[src/rtl/eae_pkg.sv]
// Shared types and constants for the EAE sequencer slice.
package eae_pkg;

    localparam int unsigned WORD_W    = 12;
    localparam int unsigned NMI_LIMIT = 23;

    typedef enum logic [2:0] {
        OP_NOP = 3'd0,
        OP_SCL = 3'd1,
        OP_MUY = 3'd2,
        OP_DVI = 3'd3,
        OP_NMI = 3'd4,
        OP_SHL = 3'd5,
        OP_ASR = 3'd6,
        OP_LSR = 3'd7
    } eae_op_t;

    typedef enum logic [2:0] {
        IDLE,
        SHIFT,
        NORM,
        MD_START,
        MD_WAIT,
        MD_CAPTURE,
        DONE
    } eae_state_t;

endpackage

[src/rtl/eae_shift_step.sv]
// One-bit shift/normalise step over {link,AC,MQ}; purely combinational.
module eae_shift_step
    import eae_pkg::*;
(
    input  eae_op_t           op_i,
    input  logic              link_i,
    input  logic [WORD_W-1:0] ac_i,
    input  logic [WORD_W-1:0] mq_i,
    output logic              link_o,
    output logic [WORD_W-1:0] ac_o,
    output logic [WORD_W-1:0] mq_o
);

    // Select the single-bit move for the active shift opcode; others pass through.
    always_comb begin
        link_o = link_i;
        ac_o   = ac_i;
        mq_o   = mq_i;
        case (op_i)
            OP_SHL: {link_o, ac_o, mq_o} = {ac_i, mq_i, 1'b0};
            OP_ASR: begin
                link_o       = ac_i[WORD_W-1];
                {ac_o, mq_o} = {ac_i[WORD_W-1], ac_i, mq_i[WORD_W-1:1]};
            end
            OP_LSR: begin
                link_o       = 1'b0;
                {ac_o, mq_o} = {1'b0, ac_i, mq_i[WORD_W-1:1]};
            end
            OP_NMI: {ac_o, mq_o} = {ac_i[WORD_W-2:0], mq_i, 1'b0};
            default: ;
        endcase
    end

endmodule

[src/rtl/eae_sequencer.sv]
// EAE sequencer: accepts an operation, steps shifts/normalise locally and
// hands multiply/divide to the external EAE datapath.
module eae_sequencer
    import eae_pkg::*;
(
    input  logic              clock,
    input  logic              reset,
    input  logic              req,
    input  eae_op_t           op,
    input  logic [WORD_W-1:0] ac_in,
    input  logic [WORD_W-1:0] mq_in,
    input  logic [WORD_W-1:0] operand,
    input  logic              link_in,
    input  logic              eae_fin,
    input  logic [WORD_W-1:0] ac_mul,
    input  logic [WORD_W-1:0] mq_mul,
    input  logic [WORD_W-1:0] ac_dvi,
    input  logic [WORD_W-1:0] mq_dvi,
    input  logic              link_dvi,
    output logic              eae_start,
    output logic [WORD_W-1:0] md_out,
    output logic [WORD_W-1:0] ac_out,
    output logic [WORD_W-1:0] mq_out,
    output logic              link_out,
    output logic [4:0]        sc_out,
    output logic              busy,
    output logic              done
);

    eae_state_t        state_q, state_d;
    eae_op_t           op_q, op_d;
    logic [WORD_W-1:0] ac_q, ac_d;
    logic [WORD_W-1:0] mq_q, mq_d;
    logic [WORD_W-1:0] md_q, md_d;
    logic              link_q, link_d;
    logic [4:0]        sc_q, sc_d;

    logic              step_link;
    logic [WORD_W-1:0] step_ac;
    logic [WORD_W-1:0] step_mq;
    logic              norm_stop;

    eae_shift_step u_step (
        .op_i   (op_q),
        .link_i (link_q),
        .ac_i   (ac_q),
        .mq_i   (mq_q),
        .link_o (step_link),
        .ac_o   (step_ac),
        .mq_o   (step_mq)
    );

    assign norm_stop = (ac_q[WORD_W-1] != ac_q[WORD_W-2])
                    || ({ac_q, mq_q} == '0)
                    || ((ac_q == 12'o4000) && (mq_q == '0))
                    || (sc_q == 5'(NMI_LIMIT));

    assign busy      = (state_q != IDLE);
    assign done      = (state_q == DONE);
    assign eae_start = (state_q == MD_START);
    assign ac_out    = ac_q;
    assign mq_out    = mq_q;
    assign md_out    = md_q;
    assign link_out  = link_q;
    assign sc_out    = sc_q;

    // Next-state and register-update decode for the sequencer FSM.
    always_comb begin
        state_d = state_q;
        op_d    = op_q;
        ac_d    = ac_q;
        mq_d    = mq_q;
        md_d    = md_q;
        link_d  = link_q;
        sc_d    = sc_q;
        case (state_q)
            IDLE: begin
                if (req) begin
                    ac_d   = ac_in;
                    mq_d   = mq_in;
                    link_d = link_in;
                    md_d   = operand;
                    op_d   = op;
                    case (op)
                        OP_NOP: state_d = DONE;
                        OP_SCL: begin
                            sc_d    = operand[4:0];
                            state_d = DONE;
                        end
                        OP_MUY, OP_DVI: state_d = MD_START;
                        OP_NMI: begin
                            sc_d    = '0;
                            state_d = NORM;
                        end
                        default: begin
                            sc_d    = operand[4:0];
                            state_d = SHIFT;
                        end
                    endcase
                end
            end
            SHIFT: begin
                ac_d   = step_ac;
                mq_d   = step_mq;
                link_d = step_link;
                // The shift taken with sc=0 is the last one; sc stays at 0.
                if (sc_q == '0) begin
                    state_d = DONE;
                end else begin
                    sc_d = sc_q - 5'd1;
                end
            end
            NORM: begin
                if (norm_stop) begin
                    state_d = DONE;
                end else begin
                    ac_d = step_ac;
                    mq_d = step_mq;
                    sc_d = sc_q + 5'd1;
                end
            end
            MD_START: state_d = MD_WAIT;
            MD_WAIT: begin
                if (eae_fin) begin
                    state_d = MD_CAPTURE;
                end
            end
            MD_CAPTURE: begin
                if (op_q == OP_MUY) begin
                    ac_d   = ac_mul;
                    mq_d   = mq_mul;
                    link_d = 1'b0;
                end else begin
                    ac_d   = ac_dvi;
                    mq_d   = mq_dvi;
                    link_d = link_dvi;
                end
                state_d = DONE;
            end
            DONE: state_d = IDLE;
            default: state_d = IDLE;
        endcase
    end

    // State and working-register flops with asynchronous clear.
    always_ff @(posedge clock or posedge reset) begin
        if (reset) begin
            state_q <= IDLE;
            op_q    <= OP_NOP;
            ac_q    <= '0;
            mq_q    <= '0;
            md_q    <= '0;
            link_q  <= 1'b0;
            sc_q    <= '0;
        end else begin
            state_q <= state_d;
            op_q    <= op_d;
            ac_q    <= ac_d;
            mq_q    <= mq_d;
            md_q    <= md_d;
            link_q  <= link_d;
            sc_q    <= sc_d;
        end
    end

endmodule

[config.mk]
export PLATFORM = sky130hd
export DESIGN_NAME = eae_sequencer
export DESIGN_NICKNAME = d
export VERILOG_FILES = /design/src/rtl/eae_pkg.sv /design/src/rtl/eae_shift_step.sv /design/src/rtl/eae_sequencer.sv
export SDC_FILE = /design/constraint.sdc
export NUM_CORES = 1
export LEC_CHECK = 0
export ABC_AREA = 1
export BUFFER_PORTS_ARGS = -buffer_cell sky130_fd_sc_hd__buf_4
export CORE_MARGIN = 1
export CORE_UTILIZATION = 38
export CTS_CLUSTER_DIAMETER = 40
export DETAILED_ROUTE_END_ITERATION = 10
export GPL_TIMING_DRIVEN = 0
export PLACE_DENSITY = 0.7
export SLEW_MARGIN = 20
export SYNTH_ARGS = -nofsm -noshare
export SYNTH_HDL_FRONTEND = slang
export SYNTH_HIERARCHICAL = 1
export SYNTH_SLANG_ARGS = --single-unit
[constraint.sdc]
create_clock -name clock -period 2.9 [get_ports clock]
set_input_delay 0.145 -clock clock [delete_from_list [all_inputs] [get_ports clock]]
set_output_delay 0.145 -clock clock [all_outputs]
set_load 0.1 [all_outputs]
# [After elaboration in Yosys (flattened, before gate mapping)]
# Cells that the tools add are included.
[word_totals] word_cells=84 output_inout_bits=45 ff_bits=48 in_bits=93
[op_classes] mux=25 add_sub_neg=2 n_eq_ne=26 n_reduce_logical=24
[op_table] operator="12-bit case mux with 4 select lines" n=2
[op_table] operator="12-bit 2-to-1 mux" n=6
[op_table] operator="12-bit case mux with 3 select lines" n=1
[op_table] operator="3-bit == test, second input constant" n=8
[op_table] operator="24-bit zero test" n=1
[op_table] operator="12-bit case mux with 2 select lines" n=1
[op_table] operator="3-bit case mux with 6 select lines" n=1
[op_table] operator="3-bit by 2-bit == test with 1-bit output, second input constant" n=5
[op_table] operator="5-bit 2-to-1 mux" n=3
[op_table] operator="5-bit case mux with 3 select lines" n=1
[op_table] operator="2-bit != test, second input constant" n=7
[op_table] operator="12-bit == test, second input constant" n=1
[op_table] operator="12-bit zero test" n=1
[op_table] operator="3-bit 2-to-1 mux" n=4
[op_table] operator="5-bit case mux with 2 select lines" n=1
[op_table] operator="2-bit OR reduction" n=5
[op_table] operator="3-bit case mux with 3 select lines" n=1
[op_table] operator="3-bit nonzero test" n=3
[op_table] operator="3-bit by 1-bit == test with 1-bit output, second input constant" n=2
[op_table] operator="3-bit zero test" n=2
[op_table] operator="3-bit AND reduction" n=2
[op_table] operator="5-bit by 1-bit adder with 5-bit output, second input constant" n=1
[op_table] operator="5-bit == test, second input constant" n=1
[op_table] operator="5-bit zero test" n=1
[op_table] operator="other kinds (13)" n=16

# [Depth between registers and ports, before layout]
# Gate-level depths: netlist of the first run.
[depth] depth_word=6 depth_mapped=13 ltp_nobuf=13

# [Cells and area by module]
# Netlist of the first run, hierarchy kept.
[by_module_without_submodules] module="eae_sequencer" instances=1 seq_area_each_um2=1201.2 area_each_um2=3321.9 cells_each=508
[by_module_without_submodules] module="eae_shift_step" instances=1 seq_area_each_um2=0.0 area_each_um2=510.5 cells_each=116

# [Least setup slack after synthesis of the first run]
# OpenSTA, ideal clock, no wires.
[synth_timing] path_type="register -> output" from="register state_q[2]" to="output port done" required_ps=2755 stages_incl_launch_ff=3 path_slack_ps=169 arrival_ps=2586 n_path_buf=0 cell_sequence="dfrtp_1 -> inv_2 -> nor3_1"
[synth_between] elab_chain_len=1
[synth_lines] item="from (decl)" line_no="eae_sequencer.sv:30" rtl="eae_state_t state_q, state_d;"
[synth_lines] item="from (signal assigned)" line_no="eae_sequencer.sv:156" rtl="state_q <= state_d;"
[synth_lines] item="3-bit == test" line_no="eae_sequencer.sv:59" rtl="assign done = (state_q == DONE);"
[synth_lines] item="to (decl)" line_no="eae_sequencer.sv:27" rtl="output logic done"
# Every way passes these cells.

# [Worst setup path in the final report of the first run]
[layout_timing] from="register state_q[2]" to="register sc_q[4], in the netlist sc_out[4]"
[layout_between] elab_chain_len=3 elab_cells_between_ends=10 classes_between="eq/ne: 6; mux: 1; reduce/logical: 3"
[layout_lines] item="3-bit by 1-bit == test with 1-bit output (tied with other cells)" line_no="eae_sequencer.sv:76" rtl="case (state_q)"
[layout_lines] item="2-bit != test (no source line) / 3-bit nonzero test (equally long branches)"
[layout_lines] item="5-bit AND reduction (no source line)"
[layout_lines] item="to (signal assigned)" line_no="eae_sequencer.sv:154" rtl="sc_q <= '0;"
[layout_lines] item="to (signal assigned)" line_no="eae_sequencer.sv:162" rtl="sc_q <= sc_d;"
[layout_lines] item="to (decl)" line_no="eae_sequencer.sv:36" rtl="logic [4:0] sc_q, sc_d;"
# Parallel ways exist; a longest one is shown, timed or not.
# A chain may end at the register's enable or synchronous reset.

==> results.toml, run 1 <==
[cts]
ctsResizeCount = 0
cts-root-buf = "clkbuf_8"
path_clk_slew_ns = 0.09
clk_latency_ns = 0.30
htree_num_levels = 2
cts_sinks = 48
cts.path.max_buffers = 2
cts_setup_buffers = 0
cts_tree = "yes"
numCtsBuffers = 5

[sta]
tightest_slew_ns = 0.493
slew_violations = 0
hold_viol_final = 0
setup-violations-final = 0
period_needed_ns = 1.95
setup_tns_ns = 0
rsz0062_at_grt = "false"
maxSlewHeadroom = 0.671
finalCritPeriodShare = 0.672
fin_worst_skew_ns = 0.00920
max_freq_mhz = 513
hold_ws_ns = 0.0714

[cells_and_area]
fin_cells = 902
diodes = 0
fillers = 990
regArea_sq_mm = 0.00120
final_common_cell = "nand2_1"
final_cell_mix = "nand2_1 (262), buf_4 (141), nand3_1 (124)"
fin_nets = 869
areaGrowthSynthToFinish_pct = 34.5
multiInputGateArea_sq_mm = 0.00213
drive_gt1_frac = 0.252
fin_util = 0.528

[worst_setup_path]
crit_path_frequent_cell = "nand3_1"
cp_max_fo = 7
slowest_delay_ns = 0.46
worstSetupPathType = "reg -> reg"
path_delay_family = "simple AND/OR/NAND/NOR gates"
arrival_ns = 2.15
worst_setup_path_start_kind = "flip-flop"
cpMaxStageDelayCell = "dfrtp_1"
r2r-start = "state_q[2]$_DFFE_PP0P_"
end_kind = "flip-flop"
cp.required_ns = 3.10
startpoint = "state_q[2]$_DFFE_PP0P_"
crit_buf_inv = 3
path_cells = "inv_2 -> nand3_1 -> inv_1 -> fa_1 -> inv_1 -> nand3_1 -> nand2_1 -> nand3_1 -> nand3_1 -> nand2_1 -> nand3_1 -> nand2_1"

[min_path]
hp-start = "operand[9]"
hp-class = "in -> reg"

[drt]
wire_per_inst_microns = 13.0
drc = 0
routed_wl_microns = 11700
via_per_inst = 4.88
vias = 4405
drt-initial-drc-count = 207
dr.pass1.iters = 4
antenna_left = 0

[global_route]
grt_max_degree = 31
grt_pass1_vias = 4106
overflow = 0
grt_pass1_wl_microns = 19200
grt_usage = 0.231
antenna_found_initial = 0

[floorplan]
core_area_sq_mm = 0.00977
initial_core_util = 0.392
die_area_sq_mm = 0.0105
die_h_microns = 102
rows = 36
die_x_microns = 102
pin_count = 138

[synth]
synth-seq-cells = 48
synth_nets = 723
syn_inst = 624
synth_cell_types = 25
synth_area_sq_mm = 0.00383
seq_area_frac_synth = 0.313
yosys_warnings = 6
syn_avg_cell_area_sq_um = 6.14

[placed_design]
dp_cells = 895
port_buffers = 137
gp_congestion = 0.858
dp_hpwl_microns = 9120

[job]
cap_violations = 0

[run_status]
status = "complete, no violations"
sequential cells by signal, indices dropped and copies added, names as in the netlist:
register  flops
md_out       12
op_q          3
mq_out       12
sc_out        5
state_q       3
ac_out       12
link_out      1
stage by stage:
stage / cell area [sq um] / worst slack, ns
after floorplan: 3830 / 0.169
final: 5160 / 0.952
after detailed placement: 5050 / 0.958
after global placement: 5030 / 0.910
after global routing: 5160 / 0.727
after CTS: 5160 / 0.940
metal layers:
| layer | GRT usage | vias up | wire [microns] |
|---|---|---|---|
| met3 | 0.0410 | 11 | 801 |
| met5 | 0 | - | 0 |
| li1 | - | 2241 | - |
| met1 | 0.299 | 1996 | 5210 |
| met2 | 0.409 | 157 | 5630 |
| met4 | 0.0341 | 0 | 93 |
cell families (layout without fill, tap and decap cells):
| family | Yosys count | count (layout) | share of synthesized area |
|---|---|---|---|
| AO/OA/AOI/OAI | 24 | 24 | 0.0333 |
| flip-flops | 48 | 48 | 0.313 |
| buffers and inverters | 109 | 254 | 0.130 |
| multiplexers | 9 | 9 | 0.0264 |
| AND/OR/NAND/NOR | 428 | 428 | 0.475 |
| adder cells (fa/ha/maj) | 6 | 6 | 0.0215 |
synthesized netlist by cell type:
master | number | area (sq um)
o31ai_1 | 1 | 7.51
nor3_1 | 2 | 10.0
ha_1 | 5 | 62.6
o22ai_1 | 2 | 12.5
o211ai_1 | 1 | 7.51
nand3b_1 | 1 | 7.51
nor2_4 | 4 | 45.0
nand2_1 | 262 | 983
nor2_2 | 2 | 12.5
a21oi_1 | 4 | 20.0
inv_1 | 77 | 289
buf_4 | 4 | 30.0
nand4_1 | 2 | 12.5
nor2_1 | 26 | 97.6
nand2_2 | 3 | 18.8
inv_2 | 5 | 18.8
mux2_2 | 9 | 101
dfrtp_1 | 48 | 1200
buf_2 | 12 | 60.1
nand3_1 | 124 | 621
fa_1 | 1 | 20.0
or2_2 | 2 | 12.5
clkbuf_1 | 3 | 11.3
buf_6 | 8 | 90.1
o21ai_0 | 16 | 80.1
path summary, 6_finish.rpt:
| check | to | cells past startpoint | slack, ns |
|---|---|---|---|
| hold / removal | md_out[9]$_DFFE_PP0P_ | 2 | 0.07 |
| setup reg to reg | sc_out[4]$_DFFE_PP0P_ | 12 | 0.95 |
| hold reg to reg | md_out[0]$_DFFE_PP0P_ | 2 | 0.50 |
| min in group asynchronous | ac_out[1]$_DFFE_PP0P_ | 3 | 0.41 |
| max in group asynchronous | state_q[1]$_DFFE_PP0P_ | 4 | 1.97 |
| setup / recovery | sc_out[4]$_DFFE_PP0P_ | 12 | 0.95 |
worst register-to-register path, cell delays in order (launching register included):
cell	delay, ns
dfrtp_1	0.46
inv_2	0.11
nand3_1	0.19
inv_1	0.12
fa_1	0.37
inv_1	0.09
nand3_1	0.07
nand2_1	0.10
nand3_1	0.07
nand3_1	0.10
nand2_1	0.06
nand3_1	0.06
nand2_1	0.05
what timing repair did:
item / 4_1_cts / 5_1_grt
hold buffers: 1 / 0
endpoints found under the hold margin: 18 / 0
endpoints found under the setup margin: 0 / 0
cell type report:
cell class                 count  share of cell area
buffer                        27              0.0371
clock buffer                   5              0.0133
clock inverter                 1             0.00582
inverter                      82              0.0597
multi-input combinational    467               0.413
sequential                    48               0.233
tap                          133              0.0323
timing repair buffer         139               0.205
Power of run 1 is not shown: default switching activity piles up to over one toggle a cycle in this logic, so the estimate is an artifact.
==> inputs of run 2 (changes only) <==
- clock period: 2.9 -> 1.86 ns (I/O delays scaled with it)
==> run 2 against run 1 <==
Effect of this change: core utilization increased by 1.4 points; worst setup slack got worse by 0.83 ns; clock skew decreased by 0.0021 ns; sequential share of layout area increased by 0.30 points; count of clock-buffer cells in the layout increased by 1; register-to-register slack got worse by 0.83 ns; sequential cell count unchanged; design area increased by 2.6%; critical endpoint is now sc_out[2]$_DFFE_PP0P_; largest cell class unchanged.
==> results.toml, run 2 (synthesized netlist as in run 1, its figures left out) <==
[floorplan]
die_h_microns = 102
die_area_sq_mm = 0.0105
initial_core_util = 0.392
rows = 36
core_area_sq_mm = 0.00977
pin_count = 138
die_x_microns = 102

[worst_setup_path]
cp_max_fo = 7
arrival_ns = 1.95
worst_setup_path_start_kind = "flip-flop"
end_kind = "flip-flop"
cp.required_ns = 2.07
worstSetupPathType = "reg -> reg"

[sta]
tightest_slew_ns = 0.535
finalCritPeriodShare = 0.936
max_freq_mhz = 574
setup-violations-final = 0
fin_ws_ns = 0.118
slew_violations = 0
fin_worst_skew_ns = 0.00707
rsz0062_at_grt = "true"
maxSlewHeadroom = 0.643
hold_viol_final = 0
period_needed_ns = 1.74

[cts]
path_clk_slew_ns = 0.10
cts_tree = "yes"
cts.path.max_buffers = 2
htree_num_levels = 2
cts-root-buf = "clkbuf_8"
clk_latency_ns = 0.31
numCtsBuffers = 5
cts_sinks = 48

[cells_and_area]
regArea_sq_mm = 0.00125
fillers = 982
fin_util = 0.541
diodes = 0
drive_gt1_frac = 0.318
areaGrowthSynthToFinish_pct = 38.1
final_cell_mix = "nand2_1 (258), buf_4 (145), nand3_1 (123)"
fin_nets = 875
fin_cells = 910
fin_area_sq_mm = 0.00529
final_common_cell = "nand2_1"
multiInputGateArea_sq_mm = 0.00216

[global_route]
grt_max_degree = 27
grt_pass1_wl_microns = 19500
grt_util_met2 = 0.429
busiest_layer = "met2"
antenna_found_initial = 0
overflow = 0
met1_usage = 0.296
grt_util_met3 = 0.0315
grt_usage = 0.234
grt_pass1_vias = 4242

[drt]
antenna_left = 0
wire_per_inst_microns = 13.1
dr.pass1.iters = 6
routed_wl_microns = 11900
vias = 4477
drc = 0
via_per_inst = 4.92
drt-initial-drc-count = 228

[placed_design]
dp_cells = 895
port_buffers = 137
place_area_sq_mm = 0.00510
dp_slack_ns = -0.152
dp_hpwl_microns = 9160
gp_congestion = 0.871

[run_status]
status = "complete, no violations"

[min_path]
hp-class = "in -> reg"

[job]
cap_violations = 0
==> run 2: changes by cell type in the layout (fill, tap and decap cells not counted), moves of 2 or more <==
| cell | delta |
|---|---|
| dfrtp_1 | -32 |
| clkbuf_2 | +2 |
| clkbuf_1 | -2 |
| dfrtp_2 | +29 |
| inv_1 | -4 |
| clkinvlp_4 | +2 |
| dfrtp_4 | +3 |
| nand2_1 | -4 |
| inv_2 | +3 |
| nand2_2 | +4 |
| buf_4 | +4 |
==> run 2: timing repair <==
action,4_1_cts,5_1_grt
gates resized for setup,8,11
pin swaps,0,2
buffers inserted,0,5
endpoints found under the setup margin,24,25
hold buffers,1,1
hold endpoints to repair,22,1
==> run 2: critical path, stage by stage, from the launching register on <==
cell     delay [ns]
dfrtp_2        0.44
inv_4          0.11
nand3_4        0.11
ha_1           0.35
or2_2          0.32
nand3_1        0.09
o21ai_0        0.09
nand3_1        0.09
nand2_1        0.05
==> run 2: path summary, 6_finish.rpt <==
check / start / end / slack (ns) / cells past startpoint
worst min-delay path: operand[11] / md_out[11]$_DFFE_PP0P_ / 0.006 / 2
worst max-delay path: state_q[2]$_DFFE_PP0P_ / sc_out[2]$_DFFE_PP0P_ / 0.12 / 8
min in group asynchronous: reset / md_out[9]$_DFFE_PP0P_ / 0.39 / 3
max in group asynchronous: reset / mq_out[11]$_DFFE_PP0P_ / 0.91 / 4
worst min register to register: md_out[0]$_DFFE_PP0P_ / md_out[0]$_DFFE_PP0P_ / 0.51 / 2
worst max register to register: state_q[2]$_DFFE_PP0P_ / sc_out[2]$_DFFE_PP0P_ / 0.12 / 8
==> run 2: cell type report <==
cell class / instances / area share
buffer: 27 / 0.0374
clock buffer: 6 / 0.0156
clock inverter: 2 / 0.00284
inverter: 82 / 0.0586
multi-input combinational: 467 / 0.409
sequential: 48 / 0.236
tap: 133 / 0.0314
timing repair buffer: 145 / 0.209
==> run 2: through the flow <==
stage                     setup TNS [ns]  hold slack, ns
after floorplan                        0           0.243
final                                  0         0.00643
after CTS                              0         0.00242
after global placement             -9.01           0.326
after global routing             -0.0297         0.00516
after detailed placement           -1.59           0.170
==> run 2: per-layer routing <==
metal,share of wire,up-vias
li1,-,2258
met1,0.43,2033
met2,0.49,176
met3,0.070,10
met4,0.0094,0
met5,0,-
Power of run 2 is left out for the same reason.
